<file path="src/rtl/pipeline_hazard_ctrl.sv">
// rtl/pipeline_hazard_ctrl.sv - stall/flush sequencer for the 5-stage pipeline
// Load-use stall, branch squash, dmem freeze, debug halt/step FSM, perf counters.
module pipeline_hazard_ctrl #(
   parameter int MEM_TIMEOUT = 255,
   parameter int CNT_W       = 32
) (
   input  logic             clk,
   input  logic             reset,
   input  logic [4:0]       RS1_ID,
   input  logic [4:0]       RS2_ID,
   input  logic             use_rs1_ID,
   input  logic             use_rs2_ID,
   input  logic [4:0]       RD_EX,
   input  logic             MemRead_EX,
   input  logic             branch_taken_EX,
   input  logic             dmem_req,
   input  logic             dmem_ready,
   input  logic             dbg_halt_req,
   input  logic             dbg_step,
   output logic             pc_write,
   output logic             if_id_write,
   output logic             id_ex_write,
   output logic             ex_mem_write,
   output logic             mem_wb_write,
   output logic             if_id_flush,
   output logic             id_ex_flush,
   output logic             halted,
   output logic             mem_timeout,
   output logic [CNT_W-1:0] stall_cnt,
   output logic [CNT_W-1:0] flush_cnt
);

   typedef enum logic [1:0] {RUN, MEM_WAIT, HALTED, STEP} state_t;

   localparam logic [15:0] TIMEOUT_VAL = 16'(MEM_TIMEOUT);

   state_t      state;
   state_t      next_state;
   logic [15:0] wait_cnt;
   logic        mem_busy;
   logic        lu_hazard;
   logic        freeze;
   logic        branch_flush;

   assign mem_busy  = dmem_req & ~dmem_ready;
   assign lu_hazard = MemRead_EX & (RD_EX != 5'd0) &
                      ((use_rs1_ID & (RD_EX == RS1_ID)) | (use_rs2_ID & (RD_EX == RS2_ID)));
   assign freeze       = (state == HALTED) | mem_busy;
   assign branch_flush = reset & ~freeze & branch_taken_EX;

   always_ff @(posedge clk or negedge reset) begin
      if (!reset) begin
         state <= RUN;
      end else begin
         state <= next_state;
      end
   end

   always_comb begin
      next_state = state;
      case (state)
         RUN: begin
            if (mem_busy)          next_state = MEM_WAIT;
            else if (dbg_halt_req) next_state = HALTED;
         end
         MEM_WAIT: begin
            if (dmem_ready)        next_state = dbg_halt_req ? HALTED : RUN;
         end
         HALTED: begin
            if (!dbg_halt_req)     next_state = RUN;
            else if (dbg_step)     next_state = STEP;
         end
         STEP: begin
            if (mem_busy)          next_state = MEM_WAIT;
            else if (dbg_halt_req) next_state = HALTED;
            else                   next_state = RUN;
         end
         default:                  next_state = RUN;
      endcase
   end

   // Reset bubbles the whole pipeline; otherwise freeze > branch > load-use > normal.
   always_comb begin
      pc_write     = 1'b1;
      if_id_write  = 1'b1;
      id_ex_write  = 1'b1;
      ex_mem_write = 1'b1;
      mem_wb_write = 1'b1;
      if_id_flush  = 1'b0;
      id_ex_flush  = 1'b0;
      if (!reset) begin
         pc_write     = 1'b0;
         if_id_write  = 1'b0;
         id_ex_write  = 1'b0;
         ex_mem_write = 1'b0;
         mem_wb_write = 1'b0;
         if_id_flush  = 1'b1;
         id_ex_flush  = 1'b1;
      end else if (freeze) begin
         pc_write     = 1'b0;
         if_id_write  = 1'b0;
         id_ex_write  = 1'b0;
         ex_mem_write = 1'b0;
         mem_wb_write = 1'b0;
      end else if (branch_taken_EX) begin
         if_id_flush  = 1'b1;
         id_ex_flush  = 1'b1;
      end else if (lu_hazard) begin
         pc_write     = 1'b0;
         if_id_write  = 1'b0;
         id_ex_flush  = 1'b1;
      end
   end

   always_ff @(posedge clk or negedge reset) begin
      if (!reset) begin
         wait_cnt    <= 16'd0;
         halted      <= 1'b0;
         mem_timeout <= 1'b0;
         stall_cnt   <= '0;
         flush_cnt   <= '0;
      end else begin
         if ((state != MEM_WAIT) && (next_state == MEM_WAIT)) begin
            wait_cnt <= 16'd0;
         end else if ((state == MEM_WAIT) && (wait_cnt != 16'hFFFF)) begin
            wait_cnt <= wait_cnt + 16'd1;
         end
         // Sticky: the pipeline keeps waiting, software inspects the flag later.
         if ((state == MEM_WAIT) && (wait_cnt == TIMEOUT_VAL)) begin
            mem_timeout <= 1'b1;
         end
         halted <= (next_state == HALTED);
         if (!pc_write && (state != HALTED)) begin
            stall_cnt <= stall_cnt + CNT_W'(1);
         end
         if (branch_flush) begin
            flush_cnt <= flush_cnt + CNT_W'(1);
         end
      end
   end

endmodule

</file>
<file path="config.mk">
export PLATFORM = sky130hd
export DESIGN_NAME = pipeline_hazard_ctrl
export DESIGN_NICKNAME = d
export VERILOG_FILES = /design/src/rtl/pipeline_hazard_ctrl.sv
export SDC_FILE = /design/constraint.sdc
export NUM_CORES = 1
export LEC_CHECK = 0
export BUFFER_PORTS_ARGS = -buffer_cell sky130_fd_sc_hd__buf_2
export CAP_MARGIN = 20
export CORE_MARGIN = 1
export CORE_UTILIZATION = 50
export CTS_CLUSTER_DIAMETER = 120
export DETAILED_ROUTE_END_ITERATION = 16
export PLACE_DENSITY_LB_ADDON = 0.2
export SLEW_MARGIN = 20
export SYNTH_ARGS = -nofsm -noshare
export SYNTH_HDL_FRONTEND = slang
export SYNTH_SLANG_ARGS = --single-unit
</file>
<file path="constraint.sdc">
create_clock -name clk -period 3.8 [get_ports clk]
set_input_delay 0.19 -clock clk [delete_from_list [all_inputs] [get_ports clk]]
set_output_delay 0.19 -clock clk [all_outputs]
set_load 0.05 [all_outputs]
</file>
### Yosys cells after proc, flatten, opt, wreduce, memory -nomap -nowiden

Cells that the tools add are included.

| storage, ports and cells | value |
|---|---|
| word-level logic and storage cells | 62 |
| register bits after elaboration | 84 |

| cells by class | value |
|---|---|
| bitwise operators | 11 |
| equality and inequality tests | 11 |
| multiplexer cells | 23 |
| add/subtract/negate cells | 3 |
| reductions and logical operators | 8 |

Operators with widths:

| kind | count |
|---|---|
| adder 32 x 1 -> 32 bit, second input constant | 2 |
| two-way mux 16 bit | 2 |
| adder 16 x 1 -> 16 bit, second input constant | 1 |
| == test 16 x 8 -> 1 bit, second input constant | 1 |
| inequality test 16 bit, second input constant | 1 |
| two-way mux 2 bit | 7 |
| two-way mux 1 bit | 13 |
| == test 5 bit | 2 |
| one-hot mux 2 bit (4 select lines) | 1 |
| bitwise AND 1 bit | 7 |
| == test 2 bit, second input constant | 3 |
| nonzero test 5 bit | 1 |
| == test 2 x 1 -> 1 bit, second input constant | 2 |
| logical AND 1 bit | 4 |
| logical NOT 2 bit | 1 |
| inequality test 2 x 1 -> 1 bit, second input constant | 1 |
| inequality test 2 bit, second input constant | 1 |
| NOT 1 bit | 2 |
| bitwise OR 1 bit | 2 |
| nonzero test 2 bit | 1 |
| logical NOT 1 bit | 1 |

### Depth between registers and ports, before layout

| depth | value |
|---|---|
| depth after elaboration | 10 |
| mapped depth | 8 |

### Worst setup path before layout

Ideal clock, no wire load.

| timing path | value |
|---|---|
| path type | flip-flop to output port |
| from | register state[1] |
| to | output id_ex_flush |
| stages on the path, launching flop included | 5 |
| setup slack | 1.302 ns |
| data required time | 3.610 ns |
| arrival time | 2.308 ns |
| cell sequence | dfrtp_1 nand2b_1 nand2_1 o21ai_0 o21bai_1 |

| on the way | value |
|---|---|
| word-level cells in the longest chain between the ends | 4 |

Ends and longest elaborated chain:

| item | RTL line | text |
|---|---|---|
| from (decl) | 37 | `state_t state;` |
| from (signal assigned) | 55 | `state <= next_state;` |
| == test 2 bit | 48 | `assign freeze = (state == HALTED) \| mem_busy;` |
| bitwise OR 1 bit | 48 |  |
| two-way mux 1 bit | 99 | `end else if (freeze) begin` |
| two-way mux 1 bit | 91 | `if (!reset) begin` |
| to (decl) | 26 | `output logic id_ex_flush,` |

Every way passes these cells.

### Worst setup path after layout

| timing path | value |
|---|---|
| from | input reset |
| to | register flush_cnt[25] |

| on the way | value |
|---|---|
| word-level cells in the longest chain between the ends | 2 |

Ends and longest elaborated chain:

| item | RTL line | text |
|---|---|---|
| from (decl) | 8 | `input logic reset,` |
| bitwise AND 1 bit (2 in series) | 49 | `assign branch_flush = reset & ~freeze & branch_taken_EX;` |
| to (signal assigned) | 137 | `flush_cnt <= flush_cnt + CNT_W'(1);` |
| to (decl) | 30 | `output logic [CNT_W-1:0] flush_cnt` |

Every way passes these cells.
A chain may end at the register's enable or synchronous reset.

==> summary.txt <==
Outcome
  – Status: completed

Timing
  – Final setup fails: 0
  – RSZ-0062 raised after global routing: no
  – Hold slack: 0.03646 ns
  – Slew Viols, Final: 0
  – Final period util: 0.6471
  – Fin. Hold Viols: 0
  – Tmin final: 2.459 ns
  – Fmax achieved: 406.7 MHz
  – Worst Max-Slew Pin Slew: 1.011 ns
  – Setup WS post-layout: 1.341 ns
  – TNS Setup: 0 ns
  – Slew HR: 0.3231
  – Skew final: 0.01101 ns

Job
  – Max cap viols: 0

Cells and area
  – Synth-to-layout area growth: 18.52%
  – Nets: 515
  – Layout cells sized above 1: 0.2520
  – Antenna diode count: 0
  – Fin util: 0.6193

Route
  – Starting DRT DRC Count: 78
  – # DRC: 0
  – Pre-antenna DRT Iters: 4
  – Post-route antenna net violation count: 0
  – Vias/cell: 5.311
  – Average wire per cell in the routed design: 14.05 um
  – Total number of vias: 3155
  – Total routed wirelength: 8.347 mm

Logic synthesis
  – FF+latch count, synth: 84
  – Synthesized cell area: 4100 sq um
  – Cell variety after synth: 44
  – Register area share after synthesis: 0.5127
  – Mapped Nets: 415
  – Area leader, netlist: dfrtp_1
  – Top post-synthesis cells by area: dfrtp_1 (51%), xor2_1 (9.8%), xnor2_1 (8.3%)
  – Most frequent cell after synthesis: dfrtp_1
  – Syn Inst Count: 387
  – Yosys warnings: 0
  – Top cell type's share of synthesized area: 0.5127
  – Commonest cells in the netlist: dfrtp_1 (84), xor2_1 (46), xnor2_1 (39)
  – Post-synth top flop: dfrtp_1
  – Post-synth EDFFs: 0
  – Synthesized area per cell: 10.59 sq um
  – Ys async rst share: 1.000

Critical path
  – Buf/Inv on CP: 2
  – CP endpoint kind: register
  – Critical path required time: 4.04 ns
  – Crit path max fanout: 36
  – Worst path cell trace: dlygate4sd3_1, buf_4, and4_1, nand4_1, nor4_1, and2_2, nand3_1, xnor2_1
  – Startpoint Class: input pin
  – CP Class: in2reg
  – CP max stage delay: 0.64 ns
  – Critical path arrival: 2.70 ns
  – Critical path's top delay family: simple AND/OR/NAND/NOR gates
  – Slowest CP cell: nor4_1

Place
  – Pre-CTS setup slack: 1.347 ns
  – Half-perimeter wire length after placement: 6.067 mm
  – Port Buffers: 97
  – Final GP Congestion: 0.7810

Clock network
  – CTS H-tree lvls: 3
  – Clk sinks: 84
  – CTS resizes: 0
  – Setup Buffers After CTS: 0
  – Root Driver: clkbuf_8
  – Clock-pin slew on the worst setup and hold paths: 0.08 ns
  – Hold_buf cts: 1
  – CTS tree: built
  – Total CTS buffers: 9
  – Clock tree buffer depth: 2
  – Clk Latency, worst-skew pair: 0.35 ns

Floorplan
  – Row Count: 32
  – Io pins: 98
  – Core ar.: 7848 sq um
  – Die Wd: 92.56 um
  – Total Die Area: 8566 sq um
  – Initial Utilization: 0.5225
  – Chip height: 92.56 um

Global routing
  – Gr ovfl total: 0
  – Largest net degree at the start of global routing: 54
  – Initial antenna violation count: 0
  – Gr usage total: 0.2085
  – First-pass GRT wire length: 14.03 mm
  – Vias in the first global route: 2998

Power and ir drop
  – Pleak: 0.002402 uW
  – PwrDens: 482.2 nW/um^2
  – Peak supply drop: 504.4 uV

Min path
  – Hold Path Class: in2reg
[through the flow]
| step | total power (uW) | area, sq um | cells |
|---|---|---|---|
| floorplan | 1578 | 4100 | 387 |
| global placement | 1744 | 4666 | 577 |
| detailed placement | 1756 | 4666 | 577 |
| CTS | 2368 | 4860 | 594 |
| global route | 2460 | 4860 | 594 |
| finish | 2343 | 4860 | 594 |
[placed cells by master, fill, tap and decap left out, types with 2 or more instances in the layout]
cell,n
buf_2,96
dfrtp_1,84
xor2_1,46
xnor2_1,39
nand2_1,32
nor2_1,28
nand3_1,23
nand4_1,20
nor3_1,18
and3_1,16
clkbuf_8,9
nand2b_1,8
and4_1,7
nor3b_1,6
nor4_1,5
inv_1,4
nor2b_1,3
and2_1,3
o21ai_0,3
mux2_2,3
nor4b_1,3
ha_1,3
clkinv_2,3
buf_4,3
a21oi_1,2
clkbuf_1,2
[per-layer routing]
| layer | up-vias | share of wire | GRT usage |
|---|---|---|---|
| met2 | 73 | 0.47 | 0.3377 |
| met5 | - | 0 | 0 |
| met3 | 13 | 0.048 | 0.05665 |
| met1 | 1534 | 0.46 | 0.2715 |
| met4 | 0 | 0.015 | 0.06641 |
| li1 | 1535 | - | - |
[path summary, 6_finish.rpt]
kind	start	cells after the start	slack, ns	endpoint
setup reg to reg	state[1]	6	1.54	stall_cnt[23]
hold reg to reg	stall_cnt[31]	1	0.46	stall_cnt[31]
hold / removal	dbg_step	2	0.04	halted
max in group asynchronous	reset	3	2.47	stall_cnt[30]
setup / recovery	reset	8	1.34	flush_cnt[25]
min in group asynchronous	reset	2	0.32	wait_cnt[13]
[registers in the layout (all words and copies together) (netlist names)]
register	flops
state	2
flush_cnt	32
mem_timeout	1
halted	1
stall_cnt	32
wait_cnt	16
[cell type report]
| cell class | count | area [sq um] |
|---|---|---|
| multi-input cells | 288 | 1918 |
| clock buffers | 11 | 131.4 |
| flip-flops and latches | 84 | 2102 |
| fillers | 705 | 2988 |
| repair buffers | 100 | 513.0 |
| inverters | 4 | 15.01 |
| clock inverters | 5 | 52.55 |
| well taps | 102 | 127.6 |
[where the power goes]
group / internal (uW) / total [uW] / switching [uW] / leakage [uW]
Sequential: 985 / 1110 / 121 / 0.00109
Combinational: 174 / 631 / 456 / 0.00121
Clock: 301 / 606 / 305 / 0.0000931
[logic make-up after synthesis]
family | synth area share
mux | 0.01068
buf+inv | 0.01953
flops | 0.5127
fa+ha+maj | 0.009156
simple gates | 0.2417
xor+xnor | 0.1816
compound gates | 0.02472
Note: power is estimated with default switching activity, not from simulation.
